==> config.mk <==
export PLATFORM = sky130hd
export DESIGN_NAME = ov7670_config_sequencer
export DESIGN_NICKNAME = d
export VERILOG_FILES = /design/src/rtl/ov7670_config_sequencer.sv
export SDC_FILE = /design/constraint.sdc
export NUM_CORES = 1
export LEC_CHECK = 0
export BUFFER_PORTS_ARGS = -buffer_cell sky130_fd_sc_hd__clkbuf_2
export CORE_MARGIN = 2
export CORE_UTILIZATION = 50
export DETAILED_ROUTE_END_ITERATION = 6
export PLACE_DENSITY = 0.77
export SKIP_LAST_GASP = 1
export SLEW_MARGIN = 20
export SYNTH_ARGS = -nofsm -noshare
export SYNTH_HDL_FRONTEND = slang
export SYNTH_SLANG_ARGS = --single-unit
export TNS_END_PERCENT = 1
==> constraint.sdc <==
create_clock -name i_clk -period 2.3 [get_ports i_clk]
set_input_delay 0.23 -clock i_clk [delete_from_list [all_inputs] [get_ports i_clk]]
set_output_delay 0.23 -clock i_clk [all_outputs]
set_load 0.02 [all_outputs]
==> src/rtl/ov7670_config_sequencer.sv <==
// ov7670_config_sequencer: walks the OV7670 config ROM from address 0 and issues one SCCB write per {reg,val} entry,
// honouring FFF0 delay markers and the FFFF end marker.
module ov7670_config_sequencer #(
    parameter int DELAY_CYCLES = 1_000_000,
    parameter int MAX_RETRY    = 2
) (
    input  logic        i_clk,
    input  logic        i_rst_n,
    input  logic        i_start,
    output logic [7:0]  o_rom_addr,
    output logic        o_rom_clk_en,
    input  logic [15:0] i_rom_dout,
    output logic        o_cmd_valid,
    input  logic        i_cmd_ready,
    output logic [7:0]  o_cmd_reg,
    output logic [7:0]  o_cmd_val,
    input  logic        i_sccb_done,
    input  logic        i_sccb_err,
    output logic        o_busy,
    output logic        o_done,
    output logic        o_error
);
    localparam int CW = DELAY_CYCLES > 1 ? $clog2(DELAY_CYCLES) : 1;
    localparam int RW = MAX_RETRY > 0 ? $clog2(MAX_RETRY + 1) : 1;
    typedef enum logic [2:0] {IDLE, FETCH, DECODE, SEND, WAIT_WR, DELAY, FIN} state_t;
    state_t        r_state, w_state;
    logic [7:0]    r_addr, w_addr, r_reg, w_reg, r_val, w_val;
    logic          r_busy, w_busy, r_done, w_done, r_error, w_error, w_next;
    logic [RW-1:0] r_retry, w_retry;
    logic [CW-1:0] r_cnt, w_cnt;
    always_ff @(posedge i_clk or negedge i_rst_n) begin
        if (!i_rst_n) begin
            r_state <= IDLE;
            r_addr  <= '0;
            r_reg   <= '0;
            r_val   <= '0;
            r_busy  <= 1'b0;
            r_done  <= 1'b0;
            r_error <= 1'b0;
            r_retry <= '0;
            r_cnt   <= '0;
        end else begin
            r_state <= w_state;
            r_addr  <= w_addr;
            r_reg   <= w_reg;
            r_val   <= w_val;
            r_busy  <= w_busy;
            r_done  <= w_done;
            r_error <= w_error;
            r_retry <= w_retry;
            r_cnt   <= w_cnt;
        end
    end
    always_comb begin
        w_state = r_state;
        w_addr  = r_addr;
        w_reg   = r_reg;
        w_val   = r_val;
        w_busy  = r_busy;
        w_done  = r_done;
        w_error = r_error;
        w_retry = r_retry;
        w_cnt   = r_cnt;
        w_next  = 1'b0;
        case (r_state)
            IDLE: if (i_start) begin
                w_state = FETCH;
                w_addr  = '0;
                w_done  = 1'b0;
                w_error = 1'b0;
                w_busy  = 1'b1;
            end
            FETCH: w_state = DECODE;
            DECODE: if (i_rom_dout == 16'hFFFF) w_state = FIN;
                else if (i_rom_dout == 16'hFFF0) begin
                    w_state = DELAY;
                    w_cnt   = CW'(DELAY_CYCLES - 1);
                end else begin
                    w_reg   = i_rom_dout[15:8];
                    w_val   = i_rom_dout[7:0];
                    w_retry = '0;
                    w_state = SEND;
                end
            SEND: if (i_cmd_ready) w_state = WAIT_WR;
            // an error pulse takes priority over a coincident done pulse
            WAIT_WR: if (i_sccb_err) begin
                    if (r_retry >= RW'(MAX_RETRY)) begin
                        w_error = 1'b1;
                        w_state = FIN;
                    end else begin
                        w_retry = r_retry + 1'b1;
                        w_state = SEND;
                    end
                end else if (i_sccb_done) w_next = 1'b1;
            DELAY: if (r_cnt == '0) w_next = 1'b1; else w_cnt = r_cnt - 1'b1;
            FIN: begin
                w_busy  = 1'b0;
                w_done  = 1'b1;
                w_state = IDLE;
            end
            default: w_state = IDLE;
        endcase
        if (w_next) begin
            if (r_addr == 8'hFF) begin
                w_error = 1'b1;
                w_state = FIN;
            end else begin
                w_addr  = r_addr + 1'b1;
                w_state = FETCH;
            end
        end
    end
    assign o_rom_addr   = r_addr;
    assign o_rom_clk_en = r_state == FETCH;
    assign o_cmd_valid  = r_state == SEND;
    assign o_cmd_reg    = r_reg;
    assign o_cmd_val    = r_val;
    assign o_busy       = r_busy;
    assign o_done       = r_done;
    assign o_error      = r_error;
endmodule
; ---- Word level (Yosys, flattened, before mapping)
; Cells that the tools add are included.
[op_classes]
add_sub_neg = 3
n_bitwise = 2
reduce_logical = 10
muxes = 36
n_mul = 0
n_eq_ne = 20
n_lt_le_gt_ge = 1
shift = 0
n_div = 0
[op_table]
columns = cell, count
row1 = $mux 20, 3
row2 = $pmux 20 s2, 1
row3 = $eq 16x16->1 const B, 2
row4 = $mux 8, 4
row5 = $mux 3, 8
row6 = $logic_not 20->1, 1
row7 = $sub 20x1->20 const B, 1
row8 = $pmux 3 s6, 1
row9 = $ne 2x2->1 const B, 8
row10 = $mux 1, 10
row11 = $eq 3x3->1 const B, 3
row12 = $add 8x1->8 const B, 1
row13 = $eq 8x8->1 const B, 1
row14 = $mux 2, 4
row15 = $pmux 1 s2, 4
row16 = $reduce_and 4->1, 2
row17 = $eq 3x2->1 const B, 2
row18 = $ne 3x3->1 const B, 2
row19 = $reduce_bool 2->1, 3
row20 = $reduce_and 5->1, 1
row21 = $pmux 2 s2, 1
row22 = $eq 3x1->1 const B, 1
row23 = $logic_not 3->1, 1
row24 = $ne 3x1->1 const B, 1
row25 = 5 further kinds, 6
[word_totals]
mem_count = 0
ram_bits = 0
out_inout_bits = 29
romBits = 0
input_bits = 22
latch_bits = 0
ff_bits = 52

; ---- Longest topological paths before layout
[logic_depth]
word_depth = 6
mapped_depth = 8

; ---- Worst setup path after synthesis
; OpenSTA, ideal clock, no wires.
[synth_path]
path_kind = register to register
from = register r_cnt[17]
to = register r_addr[5], in the netlist o_rom_addr[5]
stages_incl_launch_ff = 7
path_slack_ns = -0.273
path_buffers = 1
arrival_ns = 2.495
cell_sequence = dfrtp_1 -> or4_4 -> or4_1 -> buf_2 -> o31ai_4 -> or4b_1 -> a21oi_1
[synth_via]
elab_chain_cells = 4
[synth_lines]
columns = element, line_no
row1 = from (decl), 30  ; logic [CW-1:0] r_cnt, w_cnt;
row2 = from (signal assigned), 51  ; r_cnt <= w_cnt;
row3 = $logic_not 20->1, 95  ; DELAY: if (r_cnt == '0) w_next = 1'b1; else w_cnt = r_cnt - 1'b1;
row4 = $mux 1, 95
row5 = $pmux 1 s2, 65  ; case (r_state)
row6 = $mux 8, 103  ; if (w_next) begin
row7 = named net w_addr[5], 27  ; logic [7:0] r_addr, w_addr, r_reg, w_reg, r_val, w_val;
row8 = to (signal assigned), 44  ; r_addr <= w_addr;
row9 = to (decl), 27
; The timed path passes the listed nets, and every way through them passes these cells.
; A chain may end at the register's enable or synchronous reset.

; ---- Final worst setup path
[layout_path]
from = register r_cnt[15]
to = register r_addr[5], in the netlist o_rom_addr[5]
; The elaborated chain is that of the path after synthesis.

==> impl_metrics.toml <==
[status]
outcome = "complete, but fails checks"
violations = "negative setup slack"

[global_routing]
grt_pass1_wl_um = 10800
grt_pass1_vias = 2356
antenna_found_initial = 0
overflow = 0
grt_max_degree = 20
track_usage = 0.223

[clocking]
cts_tree = "built"
cts_buffers = 5
cts_root_buf = "clkbuf_8"
cts.reportedPaths.clkPinSlew_ns = 0.10
cts_sinks = 52
clk_latency_ns = 0.30
htree_num_levels = 2
clock_path_buffers = 2

[sta]
hold_ws_ns = 0.168
fmax_mhz = 418
setup_slack_ns = -0.0916
tightest_slew_ns = 0.773
period_needed_ns = 2.39
rsz0062_at_grt = "true"
hold_viol = 0
setup_violations = 4
finalSetupTns_ns = -0.134
final_max_slew_viol_count = 0
fin_worst_skew_ns = 0.00852
min_period_over_period = 1.04
maxSlewHeadroom = 0.471

[detailed_routing]
via_count = 2441
via_per_inst = 5.77
drt_pass1_iterations = 4
ant_nets = 0
drtIter0Drc = 66
remaining_drc_errors = 0
post_drt_wl_per_cell_um = 15.5
wirelength_um = 6560

[floorplan]
die-area_um2 = 6050
placementRows = 26
start_util = 0.527
io_pins = 51
core_um2 = 5170
die-height_um = 77.8
die_x_um = 77.8

[yosys]
synthesis.area_um2 = 2720
yosysUniqueCellTypes = 51
synth-edff-count = 0
synthArstFlopShare = 1.00
yosys.area.top_type = "dfrtp_1"
synthSimpleGateAreaFrac = 0.226
synth-seq-cells = 52
synth-main-ff-cell = "dfrtp_1"
ys_top_cells_by_area = "dfrtp_1 48%, mux2_2 7.0%, nand2_1 3.2%, nor2_1 2.6%, nor3_1 2.6%"
yosysWarningCount = 0
syn-instance-count = 270
synth-compound-area-share = 0.141
synth_top_family_by_area = "simple AND/OR/NAND/NOR gates"
synthMuxAreaShare = 0.0887
synth_top_cell_area_share = 0.478
synth.most_common_cell = "dfrtp_1"
syn_nets = 296
synth_common_cells = "52 x dfrtp_1, 23 x nand2_1, 19 x nor2_1, 17 x mux2_2, 14 x nor3_1"
avgSynthCellArea_um2 = 10.1
synth-seq-area-share = 0.478
synth_xor_area_frac = 0.0257
synth_fa_ha_area_frac = 0.0184

[cells_and_area]
seq_area_um2 = 1300
areaGrowthSynthToFinish_pct = 25.7
largest_reg_flops = 20
n_antenna_cell = 0
multi_input_area_um2 = 1400
nNetsFinal = 379
drive_gt1_frac = 0.351
regMostFlops = "r_cnt"
fill_cells = 429

[power]
clkPwrFrac = 0.160
intPower_uw = 2050
total_power_uw = 3370
p_leak_uw = 0.00145
p_per_area_nw_per_um2 = 985
pwr-share-comb = 0.438
sequentialPowerShare = 0.402
swShare = 0.393
vdd_drop_max_uv = 790
p_sw_uw = 1320

[critical_path]
crit_path_end_kind = "register"
cp.required_ns = 2.53
crit_path_start_kind = "register"
cpPeakStageDelay_ns = 0.55
slowest_stage = "or4_4"
cp.arrival_ns = 2.62
critPathKind = "register to register"
crit_top_cell = "or4_4"
crit_chain = "or4_4, or4_4, o31ai_4, or4b_4, a21oi_2"
timing.reg2reg.setup_slack_ns = -0.09
worstPathMaxFanout = 3

[job]
cap_violations = 0

[placement]
hpwl_um = 4880
port_buffers = 50
dp_slack_ns = -0.0523
globalplace.congestion = 0.850

[min_path]
hp-class = "primary input to register"
critical path, delay by kind of cell, from the launching register on:
kind | cells | cell delay (ns)
flip-flops | 1 | 0.38
AO/OA/AOI/OAI | 2 | 0.44
AND/OR/NAND/NOR | 3 | 1.50
cell type report:
| class | count | area share |
|---|---|---|
| multi-input cells | 202 | 0.410 |
| flip-flops and latches | 52 | 0.380 |
| repair buffers | 85 | 0.151 |
| well taps | 70 | 0.0256 |
| clock buffers | 6 | 0.0241 |
| inverters | 7 | 0.00767 |
| clock inverters | 1 | 0.00256 |
per-stage QoR:
stage / cell area (um2) / utilization / instances
final: 3420 / 0.662 / 423
after global routing: 3420 / 0.662 / 423
after floorplan: 2730 / - / 270
after global placement: 3280 / 0.634 / 414
after CTS: 3390 / 0.655 / 422
after detailed placement: 3280 / 0.634 / 414
logic make-up (layout without fill, tap and decap cells):
family / after synthesis / in the layout
and+or+nand+nor: 115 / 115
muxes: 22 / 22
AOI/OAI and AO/OA: 53 / 53
DFF: 52 / 52
adders and majority gates: 4 / 4
xor gates and xnor gates: 8 / 8
buffers and inverters: 16 / 99
repair_timing:
item                                    4_1_cts  5_1_grt
resized for setup                             1        6
endpoints found under the hold margin        15        0
hold buffers                                  1        0
buffers inserted                              0        1
endpoints found under the setup margin        2       11
pin swaps                                     0        1
gates cloned                                  0        0
metal layers:
layer  vias to the layer above  share of wire  track usage  wire length [um]
li1                       1183              -            -                 -
met1                      1177           0.44        0.297              2870
met2                        67           0.50        0.373              3310
met3                        14          0.037       0.0349               244
met4                         0          0.020       0.0696               129
met5                         -              0            0                 0
cell usage in the layout, fill, tap and decap left out, types with 7 or more instances in the layout:
cell       n
nand2_1   23
a21oi_1   12
buf_4     34
nor3_1    13
dfrtp_1   52
nor4_1     7
inv_1      7
or3_1      8
clkbuf_2  50
o31ai_1    7
nand3_1   12
mux2_2    17
nor2_1    19
worst paths after layout:
kind / start / endpoint / cells past startpoint
max in group asynchronous: i_rst_n / r_cnt[11] / 3
min in group asynchronous: i_rst_n / r_state[0] / 2
worst max register to register: r_cnt[15] / o_rom_addr[5] / 5
worst min-delay path: i_rom_dout[8] / o_cmd_reg[0] / 2
worst min register to register: o_error / o_error / 2
worst max-delay path: r_cnt[15] / o_rom_addr[5] / 5
power by group through the flow:
| stage | logic [uW] | registers (uW) | clock network (uW) |
|---|---|---|---|
| floorplan | 769 | 1570 | 0 |
| global placement | 1430 | 1350 | 0 |
| detailed placement | 1470 | 1370 | 0 |
| CTS | 1470 | 1350 | 550 |
| global route | 1610 | 1390 | 590 |
| finish | 1480 | 1350 | 540 |
Note: power is estimated with default switching activity, not from simulation.
